`src/rtl/apb_spi_master_n.sv`:
```
// APB-slave SPI master: parametrised chip selects, frame width, TX/RX FIFOs,
// programmable SCK divider, all four SPI modes, bursts and a completion IRQ.
`timescale 1ns/1ps
module apb_spi_master_n #(
  parameter int NUM_SLAVES = 4,
  parameter int DATA_W     = 8,
  parameter int FIFO_DEPTH = 4,
  parameter int DIV_W      = 8
) (
  input  logic                  i_PCLK,
  input  logic                  i_PRESETn,
  input  logic                  i_PSEL,
  input  logic                  i_PENABLE,
  input  logic                  i_PWRITE,
  input  logic [15:0]           i_PADDR,
  input  logic [DATA_W-1:0]     i_PWDATA,
  input  logic [9:0]            i_BASE_ADDR,
  output logic [DATA_W-1:0]     o_PRDATA,
  output logic                  o_PREADY,
  output logic                  o_PSLVERR,
  output logic                  o_SCK,
  output logic                  o_MOSI,
  input  logic                  i_MISO,
  output logic [NUM_SLAVES-1:0] o_CS_N,
  output logic                  o_IRQ
);

  localparam int AW = $clog2(FIFO_DEPTH);
  localparam int HW = $clog2(2 * DATA_W);
  localparam logic [HW-1:0] LAST_HALF = HW'(2 * DATA_W - 1);
  localparam logic [AW:0]   FULL_CNT  = (AW + 1)'(FIFO_DEPTH);
  localparam logic [6:0]    NS7       = 7'(NUM_SLAVES);

  typedef enum logic [1:0] {S_IDLE, S_LEAD, S_SHIFT, S_TRAIL} state_t;

  // Registers
  state_t                state_q;
  logic [DIV_W-1:0]      tmr_q;
  logic [HW-1:0]         half_q;
  logic                  sck_q, mosi_q;
  logic [NUM_SLAVES-1:0] cs_n_q;
  logic [DATA_W-1:0]     txsh_q, rxsh_q;
  logic                  cpol_q, cpha_q, ovf_q, done_q;
  logic [5:0]            slv_q;
  logic [DIV_W-1:0]      div_q;

  logic [DATA_W-1:0]     tx_mem [FIFO_DEPTH];
  logic [DATA_W-1:0]     rx_mem [FIFO_DEPTH];
  logic [AW-1:0]         tx_wp_q, tx_rp_q, rx_wp_q, rx_rp_q;
  logic [AW:0]           tx_cnt_q, rx_cnt_q;

  // Bus decode
  logic       access, wr_acc, rd_acc;
  logic [3:0] off;
  assign access = i_PSEL & i_PENABLE & (i_PADDR[15:6] == i_BASE_ADDR);
  assign wr_acc = access & i_PWRITE;
  assign rd_acc = access & ~i_PWRITE;
  assign off    = i_PADDR[5:2];

  logic unused_addr_bits;
  assign unused_addr_bits = ^i_PADDR[1:0];

  logic busy, tx_empty, tx_full, rx_empty, rx_full;
  assign busy     = (state_q != S_IDLE);
  assign tx_empty = (tx_cnt_q == '0);
  assign tx_full  = (tx_cnt_q == FULL_CNT);
  assign rx_empty = (rx_cnt_q == '0);
  assign rx_full  = (rx_cnt_q == FULL_CNT);

  logic idx_bad, cfg_ok, div_ok, cmd_wr, cmd_err, flush, start_go, stat_rd;
  logic tx_push, tx_pop, rx_push, rx_pop;
  assign idx_bad  = ({1'b0, i_PWDATA[7:2]} >= NS7);
  assign cfg_ok   = wr_acc & (off == 4'd0) & ~busy & ~idx_bad;
  assign div_ok   = wr_acc & (off == 4'd2) & ~busy;
  assign cmd_wr   = wr_acc & (off == 4'd3);
  assign cmd_err  = cmd_wr & busy & (i_PWDATA[1] | i_PWDATA[0]);
  // FLUSH takes priority over START when both are requested together
  assign flush    = cmd_wr & ~busy & i_PWDATA[0];
  assign start_go = cmd_wr & ~busy & i_PWDATA[1] & ~i_PWDATA[0] & ~tx_empty;
  assign stat_rd  = rd_acc & (off == 4'd0);
  assign tx_push  = wr_acc & (off == 4'd1) & ~tx_full;
  assign rx_pop   = rd_acc & (off == 4'd1) & ~rx_empty;

  // Shift timing
  logic tmr_end, trail_end, load_go, sample_now, shift_now;
  logic [DATA_W-1:0] tx_head;
  assign tmr_end    = (tmr_q == div_q);
  assign trail_end  = (state_q == S_TRAIL) & tmr_end;
  assign load_go    = start_go | (trail_end & ~tx_empty);
  assign tx_pop     = load_go;
  assign rx_push    = trail_end & ~rx_full;
  // Even half-period ends are leading SCK edges, odd ones are trailing
  assign sample_now = cpha_q ? half_q[0] : ~half_q[0];
  assign shift_now  = ~sample_now;
  assign tx_head    = tx_mem[tx_rp_q];

  // One-hot chip-select decode of the configured slave index
  logic [NUM_SLAVES-1:0] sel_dec;
  generate
    for (genvar gi = 0; gi < NUM_SLAVES; gi++) begin : g_sel
      assign sel_dec[gi] = (slv_q == 6'(gi));
    end
  endgenerate

  // Status word
  logic [DATA_W-1:0] status;
  always_comb begin
    status      = '0;
    status[6:0] = {done_q, ovf_q, rx_full, rx_empty, tx_full, tx_empty, busy};
  end

  // Read data mux, only driven during a read access phase
  always_comb begin
    o_PRDATA = '0;
    if (rd_acc) begin
      case (off)
        4'd0:    o_PRDATA = status;
        4'd1:    o_PRDATA = rx_empty ? '0 : rx_mem[rx_rp_q];
        4'd2:    o_PRDATA = DATA_W'(div_q);
        default: o_PRDATA = '0;
      endcase
    end
  end

  // Error response for illegal accesses
  always_comb begin
    o_PSLVERR = 1'b0;
    if (access) begin
      case (off)
        4'd0:    o_PSLVERR = i_PWRITE & (busy | idx_bad);
        4'd1:    o_PSLVERR = i_PWRITE ? tx_full : rx_empty;
        4'd2:    o_PSLVERR = i_PWRITE & busy;
        4'd3:    o_PSLVERR = cmd_err;
        default: o_PSLVERR = 1'b0;
      endcase
    end
  end

  assign o_PREADY = access;
  assign o_SCK    = sck_q;
  assign o_MOSI   = mosi_q;
  assign o_CS_N   = cs_n_q;
  assign o_IRQ    = done_q | ovf_q;

  // Configuration, divider and sticky status flags
  always_ff @(posedge i_PCLK or negedge i_PRESETn) begin
    if (!i_PRESETn) begin
      cpol_q <= 1'b0;
      cpha_q <= 1'b0;
      slv_q  <= '0;
      div_q  <= DIV_W'(1);
      ovf_q  <= 1'b0;
      done_q <= 1'b0;
    end else begin
      if (cfg_ok) begin
        cpol_q <= i_PWDATA[1];
        cpha_q <= i_PWDATA[0];
        slv_q  <= i_PWDATA[7:2];
      end
      if (div_ok) div_q <= DIV_W'(i_PWDATA);
      if (stat_rd) begin
        ovf_q  <= 1'b0;
        done_q <= 1'b0;
      end
      if (trail_end & rx_full)  ovf_q  <= 1'b1;
      if (trail_end & tx_empty) done_q <= 1'b1;
    end
  end

  // TX FIFO storage
  always_ff @(posedge i_PCLK) begin
    if (tx_push) tx_mem[tx_wp_q] <= i_PWDATA;
  end

  // TX FIFO pointers
  always_ff @(posedge i_PCLK or negedge i_PRESETn) begin
    if (!i_PRESETn) begin
      tx_wp_q  <= '0;
      tx_rp_q  <= '0;
      tx_cnt_q <= '0;
    end else if (flush) begin
      tx_wp_q  <= '0;
      tx_rp_q  <= '0;
      tx_cnt_q <= '0;
    end else begin
      if (tx_push) tx_wp_q <= tx_wp_q + AW'(1);
      if (tx_pop)  tx_rp_q <= tx_rp_q + AW'(1);
      tx_cnt_q <= tx_cnt_q + (AW + 1)'(tx_push) - (AW + 1)'(tx_pop);
    end
  end

  // RX FIFO storage
  always_ff @(posedge i_PCLK) begin
    if (rx_push) rx_mem[rx_wp_q] <= rxsh_q;
  end

  // RX FIFO pointers
  always_ff @(posedge i_PCLK or negedge i_PRESETn) begin
    if (!i_PRESETn) begin
      rx_wp_q  <= '0;
      rx_rp_q  <= '0;
      rx_cnt_q <= '0;
    end else if (flush) begin
      rx_wp_q  <= '0;
      rx_rp_q  <= '0;
      rx_cnt_q <= '0;
    end else begin
      if (rx_push) rx_wp_q <= rx_wp_q + AW'(1);
      if (rx_pop)  rx_rp_q <= rx_rp_q + AW'(1);
      rx_cnt_q <= rx_cnt_q + (AW + 1)'(rx_push) - (AW + 1)'(rx_pop);
    end
  end

  // Transfer FSM with registered SCK, MOSI and chip selects
  always_ff @(posedge i_PCLK or negedge i_PRESETn) begin
    if (!i_PRESETn) begin
      state_q <= S_IDLE;
      tmr_q   <= '0;
      half_q  <= '0;
      sck_q   <= 1'b0;
      mosi_q  <= 1'b0;
      cs_n_q  <= '1;
      txsh_q  <= '0;
      rxsh_q  <= '0;
    end else begin
      case (state_q)
        S_IDLE: begin
          sck_q <= cpol_q;
          tmr_q <= '0;
          if (start_go) begin
            state_q <= S_LEAD;
            cs_n_q  <= ~sel_dec;
          end
        end
        S_LEAD: begin
          if (tmr_end) begin
            tmr_q   <= '0;
            half_q  <= '0;
            state_q <= S_SHIFT;
          end else begin
            tmr_q <= tmr_q + DIV_W'(1);
          end
        end
        S_SHIFT: begin
          if (tmr_end) begin
            tmr_q <= '0;
            sck_q <= ~sck_q;
            if (sample_now) rxsh_q <= {rxsh_q[DATA_W-2:0], i_MISO};
            if (shift_now) begin
              mosi_q <= txsh_q[DATA_W-1];
              txsh_q <= txsh_q << 1;
            end
            if (half_q == LAST_HALF) state_q <= S_TRAIL;
            else                     half_q  <= half_q + HW'(1);
          end else begin
            tmr_q <= tmr_q + DIV_W'(1);
          end
        end
        S_TRAIL: begin
          if (tmr_end) begin
            tmr_q <= '0;
            if (tx_empty) begin
              state_q <= S_IDLE;
              cs_n_q  <= '1;
            end else begin
              state_q <= S_LEAD;
            end
          end else begin
            tmr_q <= tmr_q + DIV_W'(1);
          end
        end
        default: state_q <= S_IDLE;
      endcase
      // Fetch the next word; with CPHA=0 its MSB is presented before the first edge
      if (load_go) begin
        txsh_q <= cpha_q ? tx_head : (tx_head << 1);
        if (!cpha_q) mosi_q <= tx_head[DATA_W-1];
      end
    end
  end

endmodule

```
`config.mk`:
```
export PLATFORM = sky130hd
export DESIGN_NAME = apb_spi_master_n
export DESIGN_NICKNAME = d
export VERILOG_FILES = /design/src/rtl/apb_spi_master_n.sv
export SDC_FILE = /design/constraint.sdc
export NUM_CORES = 1
export LEC_CHECK = 0
export ABC_AREA = 0
export CORE_ASPECT_RATIO = 1.5
export CORE_MARGIN = 10
export CORE_UTILIZATION = 25
export DETAILED_ROUTE_END_ITERATION = 12
export HOLD_SLACK_MARGIN = 0.15
export PLACE_DENSITY = 0.43
export SLEW_MARGIN = 20
export SYNTH_ARGS = -nofsm -noshare
export SYNTH_HDL_FRONTEND = slang
export SYNTH_SLANG_ARGS = --single-unit
```
`constraint.sdc`:
```
create_clock -name i_PCLK -period 4.77 [get_ports i_PCLK]
set_clock_uncertainty 0.2 [all_clocks]
set_input_delay 1.431 -clock i_PCLK [delete_from_list [all_inputs] [get_ports i_PCLK]]
set_output_delay 1.431 -clock i_PCLK [all_outputs]
set_load 0.01 [all_outputs]
```
Word level (Yosys, flattened, before mapping)
Memory sizes are Yosys's and may differ from the RTL's.
Index checks and enable logic that the tools add are counted.

storage, ports and cells
  register bits = 68
  bits in writable memories = 64
  input port bits = 40
  memories kept = 2

operators by class
  $add $sub $neg = 10
  $lt $le $gt $ge = 1
  equality and inequality tests = 22
  multiplexer cells = 53
  bitwise operators = 44
  reduce and logical (&&, ||, !) cells = 24

memory list
  memory  depth  bits a word  rd ports  clocked after Yosys merged registers in  write ports  line  RTL
  rx_mem  4      8            1         0                                        1            48    logic [DATA_W-1:0] rx_mem [FIFO_DEPTH];
  tx_mem  4      8            1         0                                        1            47    logic [DATA_W-1:0] tx_mem [FIFO_DEPTH];

operator list
  operator                                                            number
  2-to-1 mux 8 bit                                                    8
  AND 1 bit                                                           29
  2-to-1 mux 2 bit                                                    13
  2-to-1 mux 4 bit                                                    6
  case mux 8 bit (3 select lines)                                     1
  nonzero test 2 bit                                                  12
  2-to-1 mux 1 bit                                                    17
  != test 2 bit (second input constant)                               8
  case mux 4 bit (2 select lines)                                     2
  case mux 8 bit (2 select lines)                                     1
  equality test 6 x 2 -> 1 bit (second input constant)                2
  equality test 10 bit                                                1
  inverter 1 bit                                                      10
  adder 2 x 1 -> 2 bit (second input constant)                        4
  adder 8 x 1 -> 8 bit (second input constant)                        1
  equality test 4 x 2 -> 1 bit (second input constant)                2
  equality test 8 bit                                                 1
  case mux 2 bit (4 select lines)                                     1
  AND reduction 4 bit                                                 2
  adder 3 x 1 -> 3 bit                                                2
  equality test 3 bit (second input constant)                         2
  equality test 6 x 1 -> 1 bit (second input constant)                1
  greater-or-equal comparator 6 x 3 -> 1 bit (second input constant)  1
  logical NOT 3 bit                                                   2
  other kinds (18)                                                    25

Depth between registers and ports, before layout
  depth after elaboration = 11
  mapped depth = 15
  gate-level depth less buffers = 14

Worst setup path before layout
OpenSTA, ideal clock, no wires.

  kind = input to output
  from = in i_BASE_ADDR[4]
  to = out o_PRDATA[3]
  data arrival time = 3.200 ns
  required time = 3.139 ns
  path slack = -0.061 ns
  stages on the path = 5
  buffers on the path = 0
  cell sequence = xor2_1 -> or4b_2 -> nor3_2 -> nand4_1 -> a21oi_1

on the way
  longest elaborated chain between the ends = 4

RTL lines
  item                  line  RTL
  start, declared       17    input logic [9:0] i_BASE_ADDR,
  equality test 10 bit  55    assign access = i_PSEL & i_PENABLE & (i_PADDR[15:6] == i_BASE_ADDR);
  AND 1 bit             55
  via o_PREADY          19    output logic o_PREADY,
  AND 1 bit             57    assign rd_acc = access & ~i_PWRITE;
  2-to-1 mux 8 bit      115   if (rd_acc) begin
  end, declared         18    output logic [DATA_W-1:0] o_PRDATA,

The timed path passes the listed nets, and every way through them passes these cells.

Worst setup path in the final report
  from = in i_BASE_ADDR[7]
  to = out o_PRDATA[6]

on the way
  longest elaborated chain between the ends = 4

RTL lines
  item                  line
  equality test 10 bit  55
  AND 1 bit             55
  AND 1 bit             57
  2-to-1 mux 8 bit      115

Every way passes these cells.

==> results.yml <==
run_status:
  outcome: "complete, no violations"
critical_path:
  crit_family: "buffers and inverters"
  path_max_fanout: 8
  crit_chain: "clkdlybuf4s50_1 -> xnor2_2 -> nand4bb_4 -> nor3_4 -> nand4_1 -> buf_6 -> nor2_1 -> buf_2"
  arrival_ns: 3.04
  startpoint_type: "primary input"
  startpoint: "i_BASE_ADDR[7]"
  cp_slowest_cell: "clkdlybuf4s50_1"
  r2r-start: "state_q[0]"
  rr_worst_depth: 14
  crit_required_ns: 3.14
  rr_endpoint: "tx_cnt_q[2]"
  crit_type: "in -> out"
  critPathBufInv: 3
  end_kind: "output pin"
  reg2reg_slack_ns: 1.09
  max_stage_delay_ns: 0.44
synth:
  synth_cells: 479
  ys_types: 59
  synth_enable_flop_cells: 64
  synth_fa_ha_area_share_pct: 4.139
  syn_avg_cell_area_um2: 13.38
  async_flop_share_pct: 51.52
  syn-num-nets: 539
  ys_ff_latch: 132
  netlist_area_um2: 6409
  synth_xor_area_share_pct: 4.783
  synthSimpleGateAreaFrac_pct: 13.22
  synth-main-ff-cell: "edfxtp_1"
  seq_area_frac_synth_pct: 56.64
  yosysWarnings: 0
  synthMuxAreaShare_pct: 14.64
  synth_compound_area_share_pct: 4.354
  synth_top_family_by_area: "multiplexers"
cells_and_area:
  finalNetCount: 649
  utilization_pct: 32.88
  fin_cells: 930
  antenna_cells: 0
  drive_above_1_share_pct: 27.91
  areaGrowthSynthToFinish_pct: 28.97
global_routing:
  grt_max_degree: 34
  antenna_found_initial: 0
  grt_overflow: 0
  grt_pass1_wl_um: 25980
  grt.total_usage_pct: 10.35
  grt_pass1_vias: 4651
floorplan:
  pin_count: 57
  start_util_pct: 25.49
  dieArea_um2: 32570
  die_x_um: 150.7
  core_area_um2: 25140
  fp.dieH_um: 216.1
  num_rows: 71
place:
  io_buffers: 54
  place_inst: 896
  routabilityCongestion: 0.7975
  hpwl_um: 12460
pwr:
  power.density_nw_per_um2: 415.8
  peakVddDrop_mv: 0.2349
  cellLeakagePower_nw: 3.301
timing:
  hold_slack_ns: 0.2883
  maxSlewHeadroom_pct: 52.93
  setup_viol: 0
  slew_violations: 0
  post-route-period-util_pct: 97.96
  period_minus_slack_ns: 4.672
  hold_viol_final: 0
  fmax_mhz: 214.0
  worst_pin_slew_ns: 0.7061
hold_path:
  hold_depth: 1
  hold_class: "reg -> reg"
  min-delay-start: "slv_q[3]"
  hold_path_end: "slv_q[3]"
route:
  viasPerCell: 4.498
  drc: 0
  initialDrtViolationCount: 222
  drt-total-wl_um: 16250
  vias: 4183
  ant_nets: 0
  dr.pass1.iters: 4
  wl_per_cell_um: 17.47
clock_network:
  cts_tree: "yes"
  cts_buffer_depth: 2
  path_clk_slew_ns: 0.07
  cts_buffers: 17
  cts_root_buffer: "clkbuf_16"
  clk_latency_ns: 0.42
  cts_sinks: 132
  htreeDepth: 4
run:
  cap_violations: 0
worst register-to-register path, cell delays in order, from the launching register on:
cell and delay, ns:
dfrtp_1 0.42, inv_1 0.12, ha_1 0.53, nand3b_1 0.13, or4_1 0.41, or4_4 0.46
nand2_4 0.11, ha_1 0.24, inv_1 0.06, ha_1 0.13, inv_1 0.04, fa_1 0.37
xor2_1 0.17, xnor2_1 0.14, nor2_1 0.06
cells by family after synthesis:
| family | count (synthesis) |
|---|---|
| muxes | 70 |
| buffers and inverters | 34 |
| xor gates and xnor gates | 35 |
| and+or+nand+nor | 148 |
| adders and majority gates | 20 |
| AOI/OAI and AO/OA | 40 |
| DFF | 132 |
state kept, by name, summed over array words and instances (netlist names), 2 cells and up:
register,flops
div_q,8
half_q,4
o_CS_N,4
rx_cnt_q,3
rx_mem,32
rx_rp_q,2
rx_wp_q,2
rxsh_q,8
slv_q,6
state_q,2
tmr_q,8
tx_cnt_q,3
tx_mem,32
tx_rp_q,2
tx_wp_q,2
txsh_q,8
metrics by stage:
step	power [mW]	cell area [µm²]	setup TNS, ns	worst slack, ns
after CTS	3.493	8255	0	0.0004758
after global routing	3.617	8265	-0.004267	-0.004267
after global placement	2.162	7676	-7.880	-0.8176
final	3.436	8265	0	0.09753
after floorplan	1.930	6415	0	0.02618
after detailed placement	2.195	7676	-7.872	-0.8051
area by class of cell:
type,count,area [µm²]
repair buffers,109,882.1
well taps,328,410.4
flip-flops and latches,132,3630
multi-input cells,313,2700
fillers,2507,16870
inverters,16,60.06
clock inverters,15,157.7
clock buffers,17,425.4
how the worst max path moves through the flow:
| stage | slack (ns) | endpoint | depth (start not counted) |
|---|---|---|---|
| 2_1_floorplan | 0.03 | o_PRDATA[3] | 5 |
| 3_3_place_gp | -0.82 | o_PRDATA[3] | 8 |
| 3_5_place_dp | -0.81 | o_PRDATA[3] | 8 |
| 4_1_cts | 0.0005 | o_PRDATA[3] | 8 |
| 5_1_grt | -0.004 | o_PRDATA[3] | 8 |
| 6_report | 0.1 | o_PRDATA[6] | 8 |
timing repair:
| action | CTS | global route |
|---|---|---|
| cloned | 0 | 0 |
| endpoints found under the setup margin | 10 | 8 |
| resized for setup | 68 | 12 |
| buffers inserted | 1 | 1 |
| hold buffers | 0 | 0 |
| pin swaps | 6 | 9 |
| hold endpoints to repair | 0 | 0 |
Yosys cell counts, types with 5 or more instances:
cell type	number	area share, %
and3_1	5	0.49
mux2_2	20	3.5
nor2_1	37	2.2
nand4_1	6	0.59
nand3b_1	6	0.70
dfrtp_1	63	25
xor2_1	18	2.5
nand3_1	14	1.1
clkbuf_1	11	0.64
a21oi_1	9	0.70
and2_1	12	1.2
a22oi_1	6	0.70
ha_1	18	3.5
mux2i_1	24	3.7
edfxtp_1	64	30
o21ai_0	10	0.78
nor3_1	8	0.62
or4_1	6	0.70
inv_1	16	0.94
dfstp_2	5	2.1
mux4_2	16	5.6
mux2_1	10	1.8
nand2_1	19	1.1
xnor2_1	17	2.3
buf_2	6	0.47
per-layer routing:
metal,part of all wire [%],global-route usage (%)
met4,2.4,4.279
met2,54,18.54
met1,40,11.45
met5,0,0
met3,3.2,2.211
where the power goes:
group          switching, mW  internal, mW
sequential             0.121          1.36
clock                  0.580         0.702
combinational          0.328         0.348
placed cells by master (no fill, tap or decap), drive strengths merged, types with 3 or more instances in the layout:
cell type,netlist,routed
dlymetal6s2s,0,5
nand3b,6,6
o21ai,10,10
buf,7,68
mux2,30,30
xnor2,17,17
inv,16,27
dfstp,5,5
and3,5,5
nand2,20,20
nand4,6,6
nor2b,4,4
or2,3,3
dfrtp,63,63
nor4,7,7
mux4,16,16
nand2b,4,4
ha,18,18
edfxtp,64,64
a21oi,9,9
a22o,3,3
and2,13,13
a22oi,6,6
xor2,18,18
nor3,9,9
or3,4,4
clkdlybuf4s50,0,30
nand3,14,14
clkbuf,11,22
clkinv,0,4
mux2i,24,24
or4,7,7
nor2,37,37
(Power assumes the default switching activity.)
